[config.mk]
export PLATFORM = sky130hd
export DESIGN_NAME = ex4511_148_seg_flat
export DESIGN_NICKNAME = d
export VERILOG_FILES = /design/src/rtl/ex4511_148_seg_if.sv /design/src/rtl/ex4511_148_seg.sv /design/src/flat_wrapper.sv
export SDC_FILE = /design/constraint.sdc
export NUM_CORES = 1
export LEC_CHECK = 0
export ABC_AREA = 1
export CAP_MARGIN = 20
export CELL_PAD_IN_SITES_DETAIL_PLACEMENT = 1
export CELL_PAD_IN_SITES_GLOBAL_PLACEMENT = 2
export CORE_MARGIN = 5
export CORE_UTILIZATION = 21
export CTS_CLUSTER_SIZE = 25
export DETAILED_ROUTE_END_ITERATION = 12
export PLACE_DENSITY = 0.82
export RECOVER_POWER = 25
export SYNTH_ARGS = -nofsm -noshare
export SYNTH_HDL_FRONTEND = slang
export SYNTH_SLANG_ARGS = --single-unit
[constraint.sdc]
create_clock -name clk -period 1.91 [get_ports clk]
set_input_delay 0.2865 -clock clk [delete_from_list [all_inputs] [get_ports clk]]
set_output_delay 0.2865 -clock clk [all_outputs]
set_load 0.05 [all_outputs]
[src/rtl/ex4511_148_seg_if.sv]
// Request/segment bundle for ex4511_148_seg: active-low request banks in,
// registered segment readout and cascade flags out.
interface ex4511_148_seg_if;
    logic [7:0] in_15_8;
    logic [7:0] in_7_0;
    logic [7:0] Seg;
    logic       EO_N;
    logic       GS_N;

    modport master (
        output in_15_8,
        output in_7_0,
        input  Seg,
        input  EO_N,
        input  GS_N
    );

    modport slave (
        input  in_15_8,
        input  in_7_0,
        output Seg,
        output EO_N,
        output GS_N
    );
endinterface

[src/rtl/ex4511_148_seg.sv]
// Two cascaded 74x148 priority encoders feeding a 4511-style seven-segment decoder.
// Define HEX_DISPLAY_EN to show A..F for indices 10..15 instead of blanking them.
module ex4511_148_seg (
    input  logic                clk,
    input  logic                rst,
    ex4511_148_seg_if.slave     bus
);

    logic [2:0] up_code_n;
    logic       up_gs_n;
    logic       up_eo_n;
    logic [2:0] lo_code_n;
    logic       lo_gs_n;
    logic       lo_eo_n;
    logic [3:0] index;
    logic       gs_n;
    logic [6:0] digit;
    logic [7:0] seg_next;

    // Upper encoder: enable tied active, so EO_N low only when its bank is idle.
    always_comb begin
        up_code_n = '1;
        up_gs_n   = 1'b1;
        for (int unsigned i = 0; i < 8; i++) begin
            if (!bus.in_15_8[i]) begin
                up_code_n = ~3'(i);
                up_gs_n   = 1'b0;
            end
        end
        up_eo_n = ~up_gs_n;
    end

    // Lower encoder: EI_N driven by upper EO_N; a disabled '148 drives all outputs high.
    always_comb begin
        lo_code_n = '1;
        lo_gs_n   = 1'b1;
        lo_eo_n   = 1'b1;
        if (!up_eo_n) begin
            lo_eo_n = 1'b0;
            for (int unsigned i = 0; i < 8; i++) begin
                if (!bus.in_7_0[i]) begin
                    lo_code_n = ~3'(i);
                    lo_gs_n   = 1'b0;
                    lo_eo_n   = 1'b1;
                end
            end
        end
    end

    // Active-low code lines combine by AND, as the inactive encoder sits at 111.
    assign index = {~up_gs_n, ~(up_code_n & lo_code_n)};
    assign gs_n  = up_gs_n & lo_gs_n;

    always_comb begin
        digit = '0;
        case (index)
            4'd0:  digit = 7'h3F;
            4'd1:  digit = 7'h06;
            4'd2:  digit = 7'h5B;
            4'd3:  digit = 7'h4F;
            4'd4:  digit = 7'h66;
            4'd5:  digit = 7'h6D;
            4'd6:  digit = 7'h7D;
            4'd7:  digit = 7'h07;
            4'd8:  digit = 7'h7F;
            4'd9:  digit = 7'h6F;
`ifdef HEX_DISPLAY_EN
            4'd10: digit = 7'h77;
            4'd11: digit = 7'h7C;
            4'd12: digit = 7'h39;
            4'd13: digit = 7'h5E;
            4'd14: digit = 7'h79;
            4'd15: digit = 7'h71;
`else
            default: digit = '0;
`endif
        endcase
    end

    // GS_N acts as the 4511 blanking input, so an idle bank shows nothing.
    assign seg_next = gs_n ? 8'h00 : {~up_gs_n, digit};

    always_ff @(posedge clk) begin
        if (rst) begin
            bus.Seg  <= '0;
            bus.GS_N <= 1'b1;
            bus.EO_N <= 1'b1;
        end else begin
            bus.Seg  <= seg_next;
            bus.GS_N <= gs_n;
            bus.EO_N <= lo_eo_n;
        end
    end

endmodule

[src/flat_wrapper.sv]
// flat-port wrapper written by rule: the top's interface ports become plain ports
module ex4511_148_seg_flat 
  (clk, rst, bus_in_15_8, bus_in_7_0, bus_Seg, bus_EO_N, bus_GS_N);
  ex4511_148_seg_if bus_i ();
  input  logic clk;
  input  logic rst;
  input wire logic [$bits(bus_i.in_15_8)-1:0] bus_in_15_8;
  input wire logic [$bits(bus_i.in_7_0)-1:0] bus_in_7_0;
  output wire logic [$bits(bus_i.Seg)-1:0] bus_Seg;
  output wire logic [$bits(bus_i.EO_N)-1:0] bus_EO_N;
  output wire logic [$bits(bus_i.GS_N)-1:0] bus_GS_N;
  assign bus_i.in_15_8 = bus_in_15_8;
  assign bus_i.in_7_0 = bus_in_7_0;
  assign bus_Seg = bus_i.Seg;
  assign bus_EO_N = bus_i.EO_N;
  assign bus_GS_N = bus_i.GS_N;
  ex4511_148_seg u_core (.clk(clk), .rst(rst), .bus(bus_i));
endmodule
==> summary.md, run 1 <==
| Metric | Value |
|---|---|
| Synth area leaders | `dfxtp_1, nand2_1, ha_1, inv_1, a21oi_1` |
| PortBufs | `27` |
| CP cell instances | `clkdlybuf4s50_1 -> nand2_2 -> inv_2 -> nand2_4 -> nor2_4 -> nand2_1 -> nand2_2 -> inv_1 -> ha_1 -> nand2_1 -> o21ai_1 -> nand2_1 -> a21oi_1` |
| Area Overhead vs Synth | `59.6%` |
| Number of global-route vias before repair | `just under 800` |
| Synth top area share | `0.300` |
| Die Wd | `roughly 66 um` |
| Synth Net Count | `approximately 120` |
| Remaining DRCs | `0` |
| Slew HR | `0.661` |
| Clock buffer depth | `2` |
| Quantity of hold-fixing buffers added after cts | `0` |
| Post-Synthesis Cells | `99` |
| Placed Cells | `approximately 180` |
| Max Cap Viol | `0` |
| Req. time, crit path | `~2100 ps` |
| Final hold violations | `0` |
| Final ANT Viol Nets | `0` |
| Ant diodes | `0` |
| Starting Density | `0.219` |
| Sink Count | `10` |
| Final period util | `0.911` |
| Worst-path clk slew | `around 60 ps` |
| Chip height | `between 60 and 70 um` |
| Commonest non-fill, non-tap cells in the layout | `nand2_1, clkdlybuf4s50_1, inv_1, dfxtp_1, buf_4` |
| Ys Warns | `0` |
| Die area | `between 0.004 and 0.005 mm2` |
| Syn Area/Cell | `6.75 um2` |
| FF+latch count, synth | `10` |
| Nets | `roughly 160` |
| CP peak stage delay | `slightly below 500 ps` |
| Cts bufs inserted | `3` |
| Core area | `a little over 0.003 mm2` |
| Placer Congestion | `about 0.77` |
| RSZ-0062 raised after global routing | `false` |
| CTS tree | `built` |
| Filler Cells Inserted | `between 400 and 500` |
| Dpl hpwl | `roughly 1.5 mm` |
| Initial DRT Pass Iterations | `4` |
| Clock Tree Root | `clkbuf_4` |
| DR WL/cell | `9.38 um` |
| Clock H-tree levels | `1` |
| Yosys top cell by area | `dfxtp_1` |
| P_leak | `0.529 nW` |
| # setup viols final | `0` |
| CP Max Fanout | `4` |
| Wirelength, routed | `between 1.5 and 2 mm` |
| Post-route setup TNS | `0 ps` |
| Worst Tran Pin Value | `between 500 and 600 ps` |
| Max VDD drop | `roughly 110 uV` |
| Most common cell after layout, fill and taps aside | `nand2_1` |
| Fin crit period | `1740 ps` |
| Crit-path most repeated cell | `nand2_1` |
| Startpoint Class | `input pin` |
| Post-synth cell types | `16` |
| Run status | `finished, final reports clean` |
| Non-filler instance count after layout | `roughly 180` |
| Post-synthesis sequential area ratio | `0.300` |
| Global-route wire length before repair | `3.11 mm` |
| Pin count of the biggest net entering global routing | `10` |
| Max frequency | `575 MHz` |
| Syn Std Cell Area | `668 um2` |
| Pins over their slew limit | `0` |
| Arr. time, crit path | `between 1500 and 2000 ps` |
| Routed vias/inst | `just under 4` |
| Highest-delay cell along the critical path | `clkdlybuf4s50_1` |
| Cell Pwr Density | `492 mW/mm2` |
| Detailed-route via count | `roughly 700` |
| Min-delay worst type | `in2reg` |
| Total track usage | `0.0888` |
| Critical path capture point type | `register` |
| Antenna violations before repair | `0` |
| Layout cell share with drive strength beyond 1 | `0.174` |
| Total global routing overflow | `0` |
| Crit path kind | `in2reg` |
| First DRT Iteration DRCs | `8` |
| FP Rows | `20` |
| Io pins | `28` |
## cell usage after synthesis, drive strengths merged
cell type	n
ha	6
a21oi	7
inv	16
buf	1
dfxtp	10
o21ai	5
nand2	43
a21boi	1
nand4	1
nor2	7
nand3	2
## through the flow
step / utilization / power (mW) / setup WS [ps] / instance area [um2] / hold slack (ps)
2_1_floorplan: - / 0.277 / 384 / 668 / 371
3_3_place_gp: 0.341 / 0.342 / -109 / 1040 / 906
3_5_place_dp: 0.341 / 0.345 / -172 / 1040 / 898
4_1_cts: 0.353 / 0.535 / 99.6 / 1080 / 620
5_1_grt: 0.349 / 0.561 / 4.40 / 1070 / 638
6_report: 0.349 / 0.525 / 171 / 1070 / 618
## final timing paths
| check | from | end | slack [ps] | cells past startpoint |
|---|---|---|---|---|
| worst max-delay path | bus_in_15_8[3] | u_core.bus.Seg[3]$_SDFF_PP0_ | 170 | 13 |
| worst min-delay path | rst | u_core.bus.Seg[7]$_SDFF_PP0_ | 620 | 2 |
## where the power goes
part	total (mW)	switching (mW)	leakage [nW]	internal, mW
combinational	0.127	0.0615	0.426	0.0654
sequential	0.212	0.000638	0.0814	0.212
clock	0.186	0.0700	0.0210	0.116
total	0.525	0.132	0.529	0.393
## sequential cells by signal (all words and copies together), names as in the netlist
signal	cells
u_core.bus.Seg	8
u_core.bus.EO_N	1
u_core.bus.GS_N	1
## layer usage
metal	GRT usage	routed length, um	up-vias
li1	-	-	380
met1	0.0981	743	308
met2	0.165	878	14
met3	0.0136	69	2
met4	0.0381	15	0
met5	0	0	-
## cells by family (layout without fill, tap and decap cells)
| family | after synthesis | after routing | share of synthesized area |
|---|---|---|---|
| AND/OR/NAND/NOR | 53 | 53 | 0.380 |
| buffers and inverters | 17 | 56 | 0.107 |
| AO/OA/AOI/OAI | 13 | 13 | 0.101 |
| flip-flops | 10 | 10 | 0.300 |
| adder cells (fa/ha/maj) | 6 | 6 | 0.112 |
## worst max-delay path: cells and delay by family
family          cells  cell delay (ps)
fa+ha+maj           1              270
simple gates        7              530
buf+inv             3              620
compound gates      2              210
## layout make-up
cell class                 count  area, um2  share of cell area
multi-input combinational     72        377               0.353
timing repair buffer          36        338               0.317
sequential                    10        200               0.188
inverter                      16       60.1              0.0563
tap                           44       55.1              0.0516
clock buffer                   4       36.3              0.0340
## what timing repair did
item / in CTS / in global routing
setup endpoints to repair: 0 / 5
gates resized for setup: 0 / 5
buffers inserted: 0 / 1
(Power assumes the default switching activity.)
==> run 2, diff against run 1 <==
CTS_CLUSTER_DIAMETER = 80   (was unset)
HOLD_SLACK_MARGIN = 0.05   (was unset)
==> results of run 2 <==
No change in the layout: final DEF, timing and power equal those of run 1.
==> run 3, diff against run 2 <==
CAP_MARGIN = 30   (was 20)
==> results of run 3 <==
No change in the layout: final DEF, timing and power equal those of run 1.
==> RTL change: new RTL, settings of run 2 <==
Make the reset (`rst`) asynchronous in one clocked block.
--- a/src/rtl/ex4511_148_seg.sv
+++ b/src/rtl/ex4511_148_seg.sv
@@ -80,7 +80,7 @@
     // GS_N acts as the 4511 blanking input, so an idle bank shows nothing.
     assign seg_next = gs_n ? 8'h00 : {~up_gs_n, digit};
 
-    always_ff @(posedge clk) begin
+    always_ff @(posedge clk or posedge rst) begin
         if (rst) begin
             bus.Seg  <= '0;
             bus.GS_N <= 1'b1;
Behaviour: differs if rst is asserted again (counterexample within 4 cycles, from zero or initial values and one cycle with rst high); with rst held inactive, the same outputs for 10 cycles.
==> RTL change against run 2 <==
Setup slack worse by 0.027 ns; design area increased by 0.47%; synthesized area shrank 6.2%; combinational power down 13%; global-route usage is 0.29 points lower; power shrank 11%; wire length down 5.7%; clock power fell by 23%; sequential cell count is the same; largest cell class is now buffers.
==> RTL change: results (changes against run 2) <==
commonest cells in the netlist nand2_1 (29), dfrtp_1 (8), a21oi_1 (7), inv_1 (7), nor2_1 (5); status finished clean; crit path DAT 1.90 ns (-0.03 ns); gp weighted congestion 0.737 (-4.0%); filler instances 348 (-15%); adder-cell share of the synthesized area 0.0599 (-0.0525); Synth Area per Inst 7.74 um2 (+15%); via/cell ratio 4.20 (+8.5%); grt met1 use 0.0794 (-0.0187); dpl ws -0.162 ns (+0.00993 ns); Leak 0.522 nW (-1.3%); worst-margin pin slew 0.502 ns (-0.00443 ns); global-route wire length before repair 2890 um (-6.9%); Synth Area in Compound Gates 0.0938 (-0.00731); combinational share of power 0.235 (-0.007); GRT met2 Usage 0.180 (+0.0156); clock power share 0.308 (-0.046); critical path startpoint bus_in_15_8[2]; metal3 WL 89 um (+29%); main flop type after synthesis dfrtp_1; Final Worst Setup Slack 0.143 ns (-0.0274 ns); peak supply drop 0.128 mV (+12%); drt total wl 1610 um (-5.7%); DRT met1 WL 594 um (-20%); met2 wire length 926 um (+5.5%); delay of the slowest critical-path stage 0.51 ns (+0.02 ns); area post-placement 1020 um2 (-2.0%); largest net degree at the start of global routing 11 (+1); post-CTS setup buffer count 0 (unchanged); syn nets 102 (-17%); average routed wire per standard cell 10.3 um (+9.3%); sequential-to-total area share from yosys stat 0.403 (+0.104); All-Layer GR Usage 0.0859 (-0.00287); hold crit path type input port to asynchronous set/reset pin; Layout Nets 148 (-9.2%); Fin Hold WS 0.422 ns (-0.196 ns); Post-DP HPWL 1510 um (-0.78%); layout cells sized above 1 0.286 (+0.112); worst-path fanout max 6 (+2); M3 GR Usage 0.0121 (-0.00152)
==> RTL change: changes by cell type in the layout (fill, tap and decap cells not counted), sizes merged <==
cell                  run 2  this run
nand4                     1         3
dfxtp                    10         0
nand3                     2         4
ha                        6         3
buf                       9        16
nor2                      7        11
inv                      16        11
dfrtp                     0         8
clkdlybuf4s50            26        23
o21ai                     5         1
nand2                    43        30
dlymetal6s2s              0         1
dfstp                     0         2
==> RTL change: area by class of cell <==
cell class,instances,area [um2],area share
Clock buffer,4,26.3,0.0245
Inverter,11,41.3,0.0386
Sequential cell,10,253,0.236
Timing Repair Buffer,41,373,0.348
Multi-Input combinational cell,60,339,0.317
Tap cell,31,38.8,0.0362
==> RTL change: cell families (layout without fill, tap and decap cells) <==
group / Yosys count / count (layout)
compound gates: 9 / 9
buf+inv: 11 / 56
simple gates: 48 / 48
fa+ha+maj: 3 / 3
flops: 10 / 10
